==> src/rtl/sccb_cmd_sequencer_if.sv <==
// Bus bundle for sccb_cmd_sequencer: the PS host write port and the shared SCCB master port.
//   master : sequencer side (drives host_ready/host_done, sccb_req/sccb_send_data,
//            init_done, err_count; samples host_valid/host_data and sccb_busy)
//   slave  : environment side (host and SCCB master), directions mirrored
interface sccb_cmd_sequencer_if;
  logic        host_valid;
  logic [23:0] host_data;
  logic        host_ready;
  logic        host_done;
  logic        sccb_req;
  logic [23:0] sccb_send_data;
  logic        sccb_busy;
  logic        init_done;
  logic [7:0]  err_count;

  modport master (
    input  host_valid, host_data, sccb_busy,
    output host_ready, host_done, sccb_req, sccb_send_data, init_done, err_count
  );

  modport slave (
    output host_valid, host_data, sccb_busy,
    input  host_ready, host_done, sccb_req, sccb_send_data, init_done, err_count
  );
endinterface

==> src/rtl/sccb_cmd_sequencer.sv <==
// Sequences every SCCB register write onto the camera configuration bus. After reset the boot
// table is replayed, then single-entry host writes are served. Each write is started with a
// one-cycle sccb_req, accepted on a rising sccb_busy (retried on timeout), completed on the
// falling sccb_busy and followed by SETTLE_CYCLES idle cycles.
// Ports:
//   clk   : system clock (12 MHz domain)
//   n_rst : asynchronous active-low reset
//   bus   : sccb_cmd_sequencer_if.master (host write port + SCCB master port + status)
// Build option: define SCCB_INIT_TABLE_EN to include the boot-table player; without it
// init_done is tied high and INIT_LEN / INIT_TABLE are ignored.
module sccb_cmd_sequencer #(
  parameter int unsigned           INIT_LEN       = 2,
  parameter logic [24*INIT_LEN-1:0] INIT_TABLE    = {24'h42_11_01, 24'h42_12_80},
  parameter int unsigned           SETTLE_CYCLES  = 12000,
  parameter int unsigned           ACCEPT_TIMEOUT = 255
) (
  input logic                  clk,
  input logic                  n_rst,
  sccb_cmd_sequencer_if.master bus
);

  localparam int unsigned ToW  = $clog2(ACCEPT_TIMEOUT + 2);
  localparam int unsigned SetW = $clog2(SETTLE_CYCLES + 2);

  if (INIT_LEN < 1 || INIT_LEN > 64 || $bits(INIT_TABLE) != 24 * INIT_LEN) begin : g_bad_cfg
    $error("sccb_cmd_sequencer: INIT_LEN must be 1..64 with a matching INIT_TABLE width");
  end

  typedef enum logic [2:0] {StIdle, StIssue, StWaitHi, StWaitLo, StSettle} state_e;

  state_e          state_q, state_d;
  logic [23:0]     hbuf_q, hbuf_d;
  logic            full_q, full_d;
  logic [23:0]     word_q, word_d;
  logic            req_q, req_d;
  logic            done_q, done_d;
  logic [7:0]      err_q, err_d;
  logic [ToW-1:0]  to_cnt_q, to_cnt_d;
  logic [SetW-1:0] set_cnt_q, set_cnt_d;

`ifdef SCCB_INIT_TABLE_EN
  logic        init_done_q, init_done_d;
  logic [5:0]  init_idx_q, init_idx_d;
  logic        src_host_q, src_host_d;
  logic [23:0] boot_word;

  assign boot_word = INIT_TABLE[24*init_idx_q +: 24];

  always_ff @(posedge clk or negedge n_rst) begin
    if (!n_rst) begin
      init_done_q <= 1'b0;
      init_idx_q  <= '0;
      src_host_q  <= 1'b0;
    end else begin
      init_done_q <= init_done_d;
      init_idx_q  <= init_idx_d;
      src_host_q  <= src_host_d;
    end
  end

  assign bus.init_done = init_done_q;
`else
  assign bus.init_done = 1'b1;
`endif

  always_comb begin
    state_d   = state_q;
    hbuf_d    = hbuf_q;
    full_d    = full_q;
    word_d    = word_q;
    done_d    = 1'b0;
    err_d     = err_q;
    to_cnt_d  = to_cnt_q;
    set_cnt_d = set_cnt_q;
`ifdef SCCB_INIT_TABLE_EN
    init_done_d = init_done_q;
    init_idx_d  = init_idx_q;
    src_host_d  = src_host_q;
`endif

    // Capture never collides with the IDLE drain below: host_ready is low while full.
    if (bus.host_valid && !full_q) begin
      full_d = 1'b1;
      hbuf_d = bus.host_data;
    end

    case (state_q)
      StIdle: begin
`ifdef SCCB_INIT_TABLE_EN
        if (!init_done_q) begin
          word_d     = boot_word;
          src_host_d = 1'b0;
          state_d    = StIssue;
        end else
`endif
        if (full_q) begin
          word_d  = hbuf_q;
          full_d  = 1'b0;
          state_d = StIssue;
`ifdef SCCB_INIT_TABLE_EN
          src_host_d = 1'b1;
`endif
        end
      end
      StIssue: begin
        to_cnt_d = '0;
        state_d  = StWaitHi;
      end
      StWaitHi: begin
        // busy wins over a simultaneous timeout
        if (bus.sccb_busy) begin
          state_d = StWaitLo;
        end else if (to_cnt_q == ToW'(ACCEPT_TIMEOUT)) begin
          if (err_q != 8'hFF) err_d = err_q + 8'd1;
          state_d = StIssue;
        end else begin
          to_cnt_d = to_cnt_q + 1'b1;
        end
      end
      StWaitLo: begin
        if (!bus.sccb_busy) begin
          set_cnt_d = SetW'(SETTLE_CYCLES);
          state_d   = StSettle;
        end
      end
      StSettle: begin
        if (set_cnt_q == '0) begin
          state_d = StIdle;
`ifdef SCCB_INIT_TABLE_EN
          if (src_host_q) begin
            done_d = 1'b1;
          end else begin
            init_idx_d = init_idx_q + 6'd1;
            if (init_idx_q == 6'(INIT_LEN - 1)) init_done_d = 1'b1;
          end
`else
          done_d = 1'b1;
`endif
        end else begin
          set_cnt_d = set_cnt_q - 1'b1;
        end
      end
      default: state_d = StIdle;
    endcase

    // Registered strobe: high exactly while the FSM sits in ISSUE.
    req_d = (state_d == StIssue);
  end

  always_ff @(posedge clk or negedge n_rst) begin
    if (!n_rst) begin
      state_q   <= StIdle;
      hbuf_q    <= '0;
      full_q    <= 1'b0;
      word_q    <= '0;
      req_q     <= 1'b0;
      done_q    <= 1'b0;
      err_q     <= '0;
      to_cnt_q  <= '0;
      set_cnt_q <= '0;
    end else begin
      state_q   <= state_d;
      hbuf_q    <= hbuf_d;
      full_q    <= full_d;
      word_q    <= word_d;
      req_q     <= req_d;
      done_q    <= done_d;
      err_q     <= err_d;
      to_cnt_q  <= to_cnt_d;
      set_cnt_q <= set_cnt_d;
    end
  end

  assign bus.host_ready     = ~full_q;
  assign bus.host_done      = done_q;
  assign bus.sccb_req       = req_q;
  assign bus.sccb_send_data = word_q;
  assign bus.err_count      = err_q;

endmodule
==> src/flat_wrapper.sv <==
// flat-port wrapper written by rule: the top's interface ports become plain ports
module sccb_cmd_sequencer_flat 
#(
  parameter int unsigned           INIT_LEN       = 2,
  parameter logic [24*INIT_LEN-1:0] INIT_TABLE    = {24'h42_11_01, 24'h42_12_80},
  parameter int unsigned           SETTLE_CYCLES  = 12000,
  parameter int unsigned           ACCEPT_TIMEOUT = 255
)
  (clk, n_rst, bus_host_valid, bus_host_data, bus_sccb_busy, bus_host_ready, bus_host_done, bus_sccb_req, bus_sccb_send_data, bus_init_done, bus_err_count);
  sccb_cmd_sequencer_if bus_i ();
  input logic clk;
  input logic n_rst;
  input wire logic [$bits(bus_i.host_valid)-1:0] bus_host_valid;
  input wire logic [$bits(bus_i.host_data)-1:0] bus_host_data;
  input wire logic [$bits(bus_i.sccb_busy)-1:0] bus_sccb_busy;
  output wire logic [$bits(bus_i.host_ready)-1:0] bus_host_ready;
  output wire logic [$bits(bus_i.host_done)-1:0] bus_host_done;
  output wire logic [$bits(bus_i.sccb_req)-1:0] bus_sccb_req;
  output wire logic [$bits(bus_i.sccb_send_data)-1:0] bus_sccb_send_data;
  output wire logic [$bits(bus_i.init_done)-1:0] bus_init_done;
  output wire logic [$bits(bus_i.err_count)-1:0] bus_err_count;
  assign bus_i.host_valid = bus_host_valid;
  assign bus_i.host_data = bus_host_data;
  assign bus_i.sccb_busy = bus_sccb_busy;
  assign bus_host_ready = bus_i.host_ready;
  assign bus_host_done = bus_i.host_done;
  assign bus_sccb_req = bus_i.sccb_req;
  assign bus_sccb_send_data = bus_i.sccb_send_data;
  assign bus_init_done = bus_i.init_done;
  assign bus_err_count = bus_i.err_count;
  sccb_cmd_sequencer #(.INIT_LEN(INIT_LEN), .INIT_TABLE(INIT_TABLE), .SETTLE_CYCLES(SETTLE_CYCLES), .ACCEPT_TIMEOUT(ACCEPT_TIMEOUT)) u_core (.clk(clk), .n_rst(n_rst), .bus(bus_i));
endmodule
==> config.mk <==
export PLATFORM = sky130hd
export DESIGN_NAME = sccb_cmd_sequencer_flat
export DESIGN_NICKNAME = d
export VERILOG_FILES = /design/src/rtl/sccb_cmd_sequencer_if.sv /design/src/rtl/sccb_cmd_sequencer.sv /design/src/flat_wrapper.sv
export SDC_FILE = /design/constraint.sdc
export NUM_CORES = 1
export LEC_CHECK = 0
export ABC_AREA = 0
export BUFFER_PORTS_ARGS = -buffer_cell sky130_fd_sc_hd__buf_4
export CAP_MARGIN = 10
export CORE_MARGIN = 4
export CORE_UTILIZATION = 50
export CTS_CLUSTER_DIAMETER = 200
export DETAILED_ROUTE_END_ITERATION = 10
export PLACE_DENSITY = 0.75
export SKIP_LAST_GASP = 1
export SLEW_MARGIN = 20
export SYNTH_ARGS = -nofsm -noshare
export SYNTH_HDL_FRONTEND = slang
export SYNTH_SLANG_ARGS = --single-unit
==> constraint.sdc <==
create_clock -name clk -period 2.42 [get_ports clk]
set_clock_uncertainty 0.2 [all_clocks]
set_input_delay 0.242 -clock clk [delete_from_list [all_inputs] [get_ports clk]]
set_output_delay 0.242 -clock clk [all_outputs]
set_load 0.02 [all_outputs]
==> results of run 1 <==
[worst paths after layout]
check                                    from                    to  slack [ps]  cells past startpoint
max                        u_core.to_cnt_q[0]    u_core.to_cnt_q[7]          90                      8
max reg2reg                u_core.to_cnt_q[0]    u_core.to_cnt_q[7]          90                      8
max in group asynchronous               n_rst  u_core.set_cnt_q[12]        1200                      3
min                             bus_sccb_busy     u_core.state_q[1]         120                      3
min reg2reg                u_core.to_cnt_q[8]    u_core.to_cnt_q[8]         280                      2
min in group asynchronous               n_rst    u_core.to_cnt_q[5]         210                      2
[per-stage QoR]
stage                     cells  hold WS [ps]  total power [mW]  TNS [ps]  util [%]
after floorplan             309          -254              3.65         0         -
after global placement      475          51.1              4.42         0      61.3
after detailed placement    475          58.8              4.53     -40.6      61.3
after CTS                   517          81.3              5.52         0      67.5
after global routing        520           104              5.92     -94.2      68.1
final                       520           116              5.55         0      68.1
[tightest hold or removal path, stage by stage]
cell and delay [ps]:
buf_4 140, o21ai_0 160, a21oi_1 90
[routing by layer]
layer | up-vias | share of wire [%] | track usage, %
li1 | 1328 | - | -
met1 | 1375 | 44 | 25.3
met2 | 75 | 48 | 30.5
met3 | 8 | 6.9 | 7.49
met4 | 0 | 1.1 | 5.29
met5 | - | 0 | 0
[power by group]
part | switching, mW | internal, mW
clock network | 0.560 | 0.394
logic | 1.09 | 1.17
registers | 0.366 | 1.97
total | 2.02 | 3.53
[flip-flops by register name (all words and copies together) (netlist names)]
signal	cells
u_core.hbuf_q	24
u_core.bus.sccb_req	1
u_core.bus.sccb_send_data	24
u_core.set_cnt_q	14
u_core.state_q	3
u_core.bus.host_done	1
u_core.bus.err_count	8
u_core.full_q	1
u_core.to_cnt_q	9
[repair_timing]
item / in CTS / in global routing
endpoints found under the setup margin: 3 / 6
resized for setup: 1 / 6
pin swaps: 0 / 0
hold buffers: 26 / 0
endpoints found under the hold margin: 65 / 0
buffers inserted: 0 / 3
[logic make-up (layout without fill, tap and decap cells)]
group	after synthesis	in the layout	share of synthesized area, %
XOR/XNOR	9	9	2.10
AND/OR/NAND/NOR	95	95	14.1
AO/OA/AOI/OAI	36	36	6.53
adder cells (fa/ha/maj)	4	4	1.33
flip-flops	85	85	56.6
multiplexers	57	57	16.8
other	1	1	0.0999
buffers and inverters	22	134	2.37
[placed cells by master, fill, tap and decap left out, types with 3 or more instances in the layout]
cell / count
a21oi_1: 7
nor3_1: 5
or3_1: 4
nand4_1: 3
nor4_1: 4
buf_4: 82
nor2b_1: 8
mux2_2: 49
xor2_1: 7
and3_1: 4
o21ai_0: 7
or4_1: 5
nand2_1: 16
nand3_1: 13
o211ai_1: 3
clkbuf_8: 9
inv_1: 8
mux2i_1: 8
dlygate4sd3_1: 26
nor2_1: 18
o31ai_1: 5
ha_1: 3
inv_6: 3
dfrtp_1: 85
[area by class of cell]
class | instances | area (sq um) | area share (%)
tap | 99 | 124 | 2.49
multi-input combinational | 202 | 1580 | 31.8
timing repair buffer | 110 | 916 | 18.4
inverter | 8 | 30.0 | 0.605
sequential | 85 | 2130 | 42.8
clock inverter | 7 | 66.3 | 1.34
clock buffer | 9 | 124 | 2.49
==> flow_summary_export.csv, run 1 <==
group,metric,value,unit
power_and_ir_drop,irDropWorstVdd,664,uV
placed_design,globalplace.congestion,0.834,
final_layout,final_nets,448,
die,row_count,31,
placed_design,dp_slack,-21.1,ps
setup_path,worstPathMaxFanout,5,
sta,post-route-min-period,2330,ps
setup_path,start_kind,"register",
sta,final-max-slew-violation-count,0,
global_route,antenna_found_initial,0,
clock_tree,cts_max_path_buffers,2,
route,drt_wl_total,8100,um
clock_tree,clock_latency,360,ps
setup_path,path_delay_family,"simple AND/OR/NAND/NOR gates",
synth,postSynth.asyncResetShare,100,%
route,num_vias,2786,
synth,synth_top_area_share,56.6,%
route,routed_via_density,5.36,
final_layout,area_growth,32.3,%
synth,synth_common_cells,"dfrtp_1, mux2_2, nor2_1",
setup_path,cp_slowest_stage_delay,510,ps
global_route,track_usage,19.5,%
clock_tree,clockRootBuffer,"clkbuf_8",
synth,yosys_warnings,0,
setup_path,required,2510,ps
synth,yosys.area.top_type,"dfrtp_1",
setup_path,crit_chain,"ha_1 > nand3_1 > nor2_1 > ha_1 > nor4b_4 > o21ai_2 > or4_1 > a21oi_1",
die,dieArea,0.00896,sq mm
route,drtPass1Iterations,5,
final_layout,fillers,570,
synth,ys_seq_elements,85,
sta,hold_viol_final,0,
sta,setup_ws,91.3,ps
synth,synth_edf_count,0,
clock_tree,htreeDepth,3,
setup_path,arrival,2410,ps
power_and_ir_drop,pwr_density_cell,1120,mW/mm^2
setup_path,crit_buf_inv,0,
synth,synthTopCellsByArea,"dfrtp_1, mux2_2, mux2i_1, nor2_1, nand3_1",
power_and_ir_drop,p_leak,2.20,nW
synth,yosysMostFrequentCell,"dfrtp_1",
die,dieWidth,94.7,um
final_layout,drive_gt1_share,38.2,%
die,die_h,94.7,um
hold_path,min_path_type,"primary input to register",
global_route,grt_start_max_net_pins,46,
placed_design,dpl_cell_area,0.00447,sq mm
clock_tree,clk_pin_slew,90,ps
setup_path,slowest_stage,"or4_1",
route,drt-initial-drc-count,128,
die,core,0.00729,sq mm
setup_path,worstSetupEndpointType,"register",
global_route,grt_pass1_wl,13600,um
clock_tree,cts_num_sinks,85,
synth,postSynthNetCount,341,
synth,avgSynthCellArea,12.2,sq um
synth,synth.distinct_cells,47,
setup_path,crit_type,"register to register",
route,drc,0,
route,drtAntennaViolNets,0,
status,status,"finished, final reports clean",
synth,yosysSeqAreaShare,56.6,%
sta,worstMarginPinSlew,546,ps
sta,setup_violations,0,
synth,synthCells,309,
final_layout,final_cell_area,0.00497,sq mm
placed_design,hpwl,5400,um
global_route,grt-ovfl-total,0,
setup_path,path_common_cell,"ha_1",
sta,timing.fmax,0.429,GHz
synth,syn_area,0.00375,sq mm
sta,rsz0062_at_grt,"yes",
clock_tree,cts_tree,"done",
route,wl_per_cell,15.6,um
synth,synth_ff_type,"dfrtp_1",
placed_design,io_buffers,62,
flow_run,drv_cap,0,
global_route,grt_pass1_vias,2878,
sta,slew_headroom,62.7,%
die,start_util,51.5,%
clock_tree,numCtsBuffers,9,
die,ioPinCount,64,
sta,finalCritPeriodShare,96.2,%
final_layout,n_antenna_cell,0,
Note: power is estimated with default switching activity, not from simulation.
==> run 2, diff against run 1 <==
--- a/config.mk
+++ b/config.mk
@@ -12,7 +12,7 @@
 export CORE_UTILIZATION = 50
 export CTS_CLUSTER_DIAMETER = 200
 export DETAILED_ROUTE_END_ITERATION = 10
-export PLACE_DENSITY = 0.75
+export PLACE_DENSITY = 0.84
 export SKIP_LAST_GASP = 1
 export SLEW_MARGIN = 20
 export SYNTH_ARGS = -nofsm -noshare
==> run 2 against run 1 <==
Net effect:
- via count increased by 1.5%
- first-iteration DRC count increased by 13%
- non-clock buffer count decreased by 3
- power increased by 1.8%
- final area decreased by 0.13%
- largest cell class unchanged
- register-to-register slack improved by 20 ps
- global-route usage increased by 1.4 points
- critical path type unchanged
==> flow_summary_export.csv, run 2 (synthesis results as in run 1) <==
group,metric,value,unit
hold_path,hold_path_depth,4,
setup_path,r2r_start,"u_core.set_cnt_q[6]",
placed_design,io_buffers,62,
final_layout,final_cell_mix,"dfrtp_1, buf_4, mux2_2, dlygate4sd3_1, nor2_1",
power_and_ir_drop,p_leak,2.19,nW
sta,final-max-slew-violation-count,0,
setup_path,r2r_slack,120,ps
clock_tree,cts_num_sinks,85,
final_layout,regArea,0.00213,sq mm
die,row_count,31,
sta,worstMarginPinSlew,571,ps
die,start_util,51.5,%
clock_tree,clk_pin_slew,90,ps
setup_path,start_kind,"register",
route,wl_per_cell,16.5,um
placed_design,globalplace.congestion,0.872,
die,ioPinCount,64,
setup_path,worstSetupEndpointType,"register",
final_layout,fillers,521,
sta,timing.setup.tns,0,ps
final_layout,area_growth,32.1,%
setup_path,required,2420,ps
global_route,grt_pass1_vias,2949,
route,routed_via_density,5.47,
hold_path,hold_start,"bus_sccb_busy",
final_layout,n_antenna_cell,0,
power_and_ir_drop,irDropWorstVdd,957,uV
route,drtPass1Iterations,5,
global_route,track_usage,20.8,%
clock_tree,cts_max_path_buffers,2,
setup_path,arrival,2300,ps
final_layout,final_nets,445,
global_route,antenna_found_initial,0,
placed_design,hpwl,5350,um
setup_path,reg2reg_to,"u_core.set_cnt_q[0]",
clock_tree,cts_tree,"done",
final_layout,multi_input_area,0.00158,sq mm
setup_path,critPathLaunch,"u_core.set_cnt_q[6]",
clock_tree,htreeDepth,3,
global_route,grt-ovfl-total,0,
final_layout,final_util,68.0,%
sta,setup_violations,0,
hold_path,whs_endpoint,"u_core.bus.err_count[4]",
sta,post-route-min-period,2300,ps
die,dieWidth,94.7,um
die,core,0.00729,sq mm
sta,slew_headroom,61.9,%
sta,rsz0062_at_grt,"yes",
route,drt-initial-drc-count,144,
final_layout,drive_gt1_share,37.8,%
die,die_h,94.7,um
route,drc,0,
hold_path,min_path_type,"primary input to register",
clock_tree,clockRootBuffer,"clkbuf_8",
route,drtAntennaViolNets,0,
sta,hold_viol_final,0,
status,status,"finished, final reports clean",
clock_tree,clock_latency,360,ps
sta,timing.fmax,0.434,GHz
final_layout,final_common_cell,"dfrtp_1",
global_route,grt_pass1_wl,14300,um
setup_path,worstPathMaxFanout,5,
route,drt_wl_total,8550,um
power_and_ir_drop,p_total,5.65,mW
power_and_ir_drop,pwr_density_cell,1140,mW/mm^2
setup_path,r2r_cells,4,
setup_path,crit_type,"register to register",
route,num_vias,2827,
clock_tree,numCtsBuffers,9,
global_route,grt_start_max_net_pins,46,
die,dieArea,0.00896,sq mm
sta,finalCritPeriodShare,95.2,%
flow_run,drv_cap,0,
run 2: cell types whose count changed in the layout (fill, tap and decap cells not counted), sizes merged:
cell | before | now
buf | 84 | 81
bufinv | 0 | 1
clkbuf | 9 | 10
clkinvlp | 2 | 1
inv | 11 | 10
run 2: report_power, final:
group,switching [mW],internal (mW)
Clock,0.549,0.513
Sequential,0.380,1.97
Combinational,1.10,1.14
run 2: how the worst max path moves through the flow:
stage	to	slack (ps)	cells after the start
2_1_floorplan	u_core.to_cnt_q[7]	100	8
3_3_place_gp	u_core.to_cnt_q[7]	90	8
3_5_place_dp	u_core.to_cnt_q[7]	20	8
4_1_cts	u_core.set_cnt_q[12]	30	6
5_1_grt	u_core.to_cnt_q[7]	-20	8
6_report	u_core.set_cnt_q[0]	120	4
run 2: cell type report:
type                            count  share of cell area, %
Clock inverter                      6                   1.39
Tap cell                           99                   2.50
Sequential cell                    85                   42.9
Clock buffer                       10                   2.77
Inverter                            8                  0.605
Timing Repair Buffer              107                   18.0
Multi-Input combinational cell    202                   31.9
run 2: routing by layer:
layer / GRT usage (%) / vias up / routed length (um)
met2: 35.1 / 87 / 4280
met4: 8.65 / 0 / 209
li1: - / 1334 / -
met3: 6.37 / 25 / 591
met5: 0 / - / 0
met1: 24.7 / 1381 / 3470
run 2: through the flow:
step | area [sq um] | instances | hold slack [ps] | worst slack [ps]
after floorplan | 3760 | 309 | -254 | 103
after global placement | 4460 | 474 | 69.7 | 87.2
after detailed placement | 4460 | 474 | 76.1 | 16.4
after CTS | 4930 | 516 | 75.9 | 27.7
after global routing | 4960 | 517 | 104 | -15.5
final | 4960 | 517 | 97.6 | 116
run 2: what timing repair did:
action | CTS | global route
hold endpoints to repair | 69 | 0
setup buffers | 0 | 1
resized for setup | 1 | 6
hold buffers | 26 | 0
setup endpoints to repair | 1 | 4
gates cloned | 0 | 0
run 2: worst max-delay path, cell delays in order (launching register included):
cell and delay (ps):
dfrtp_1 410, or4_4 580, or4_1 500, o2111ai_1 250, o311ai_0 200
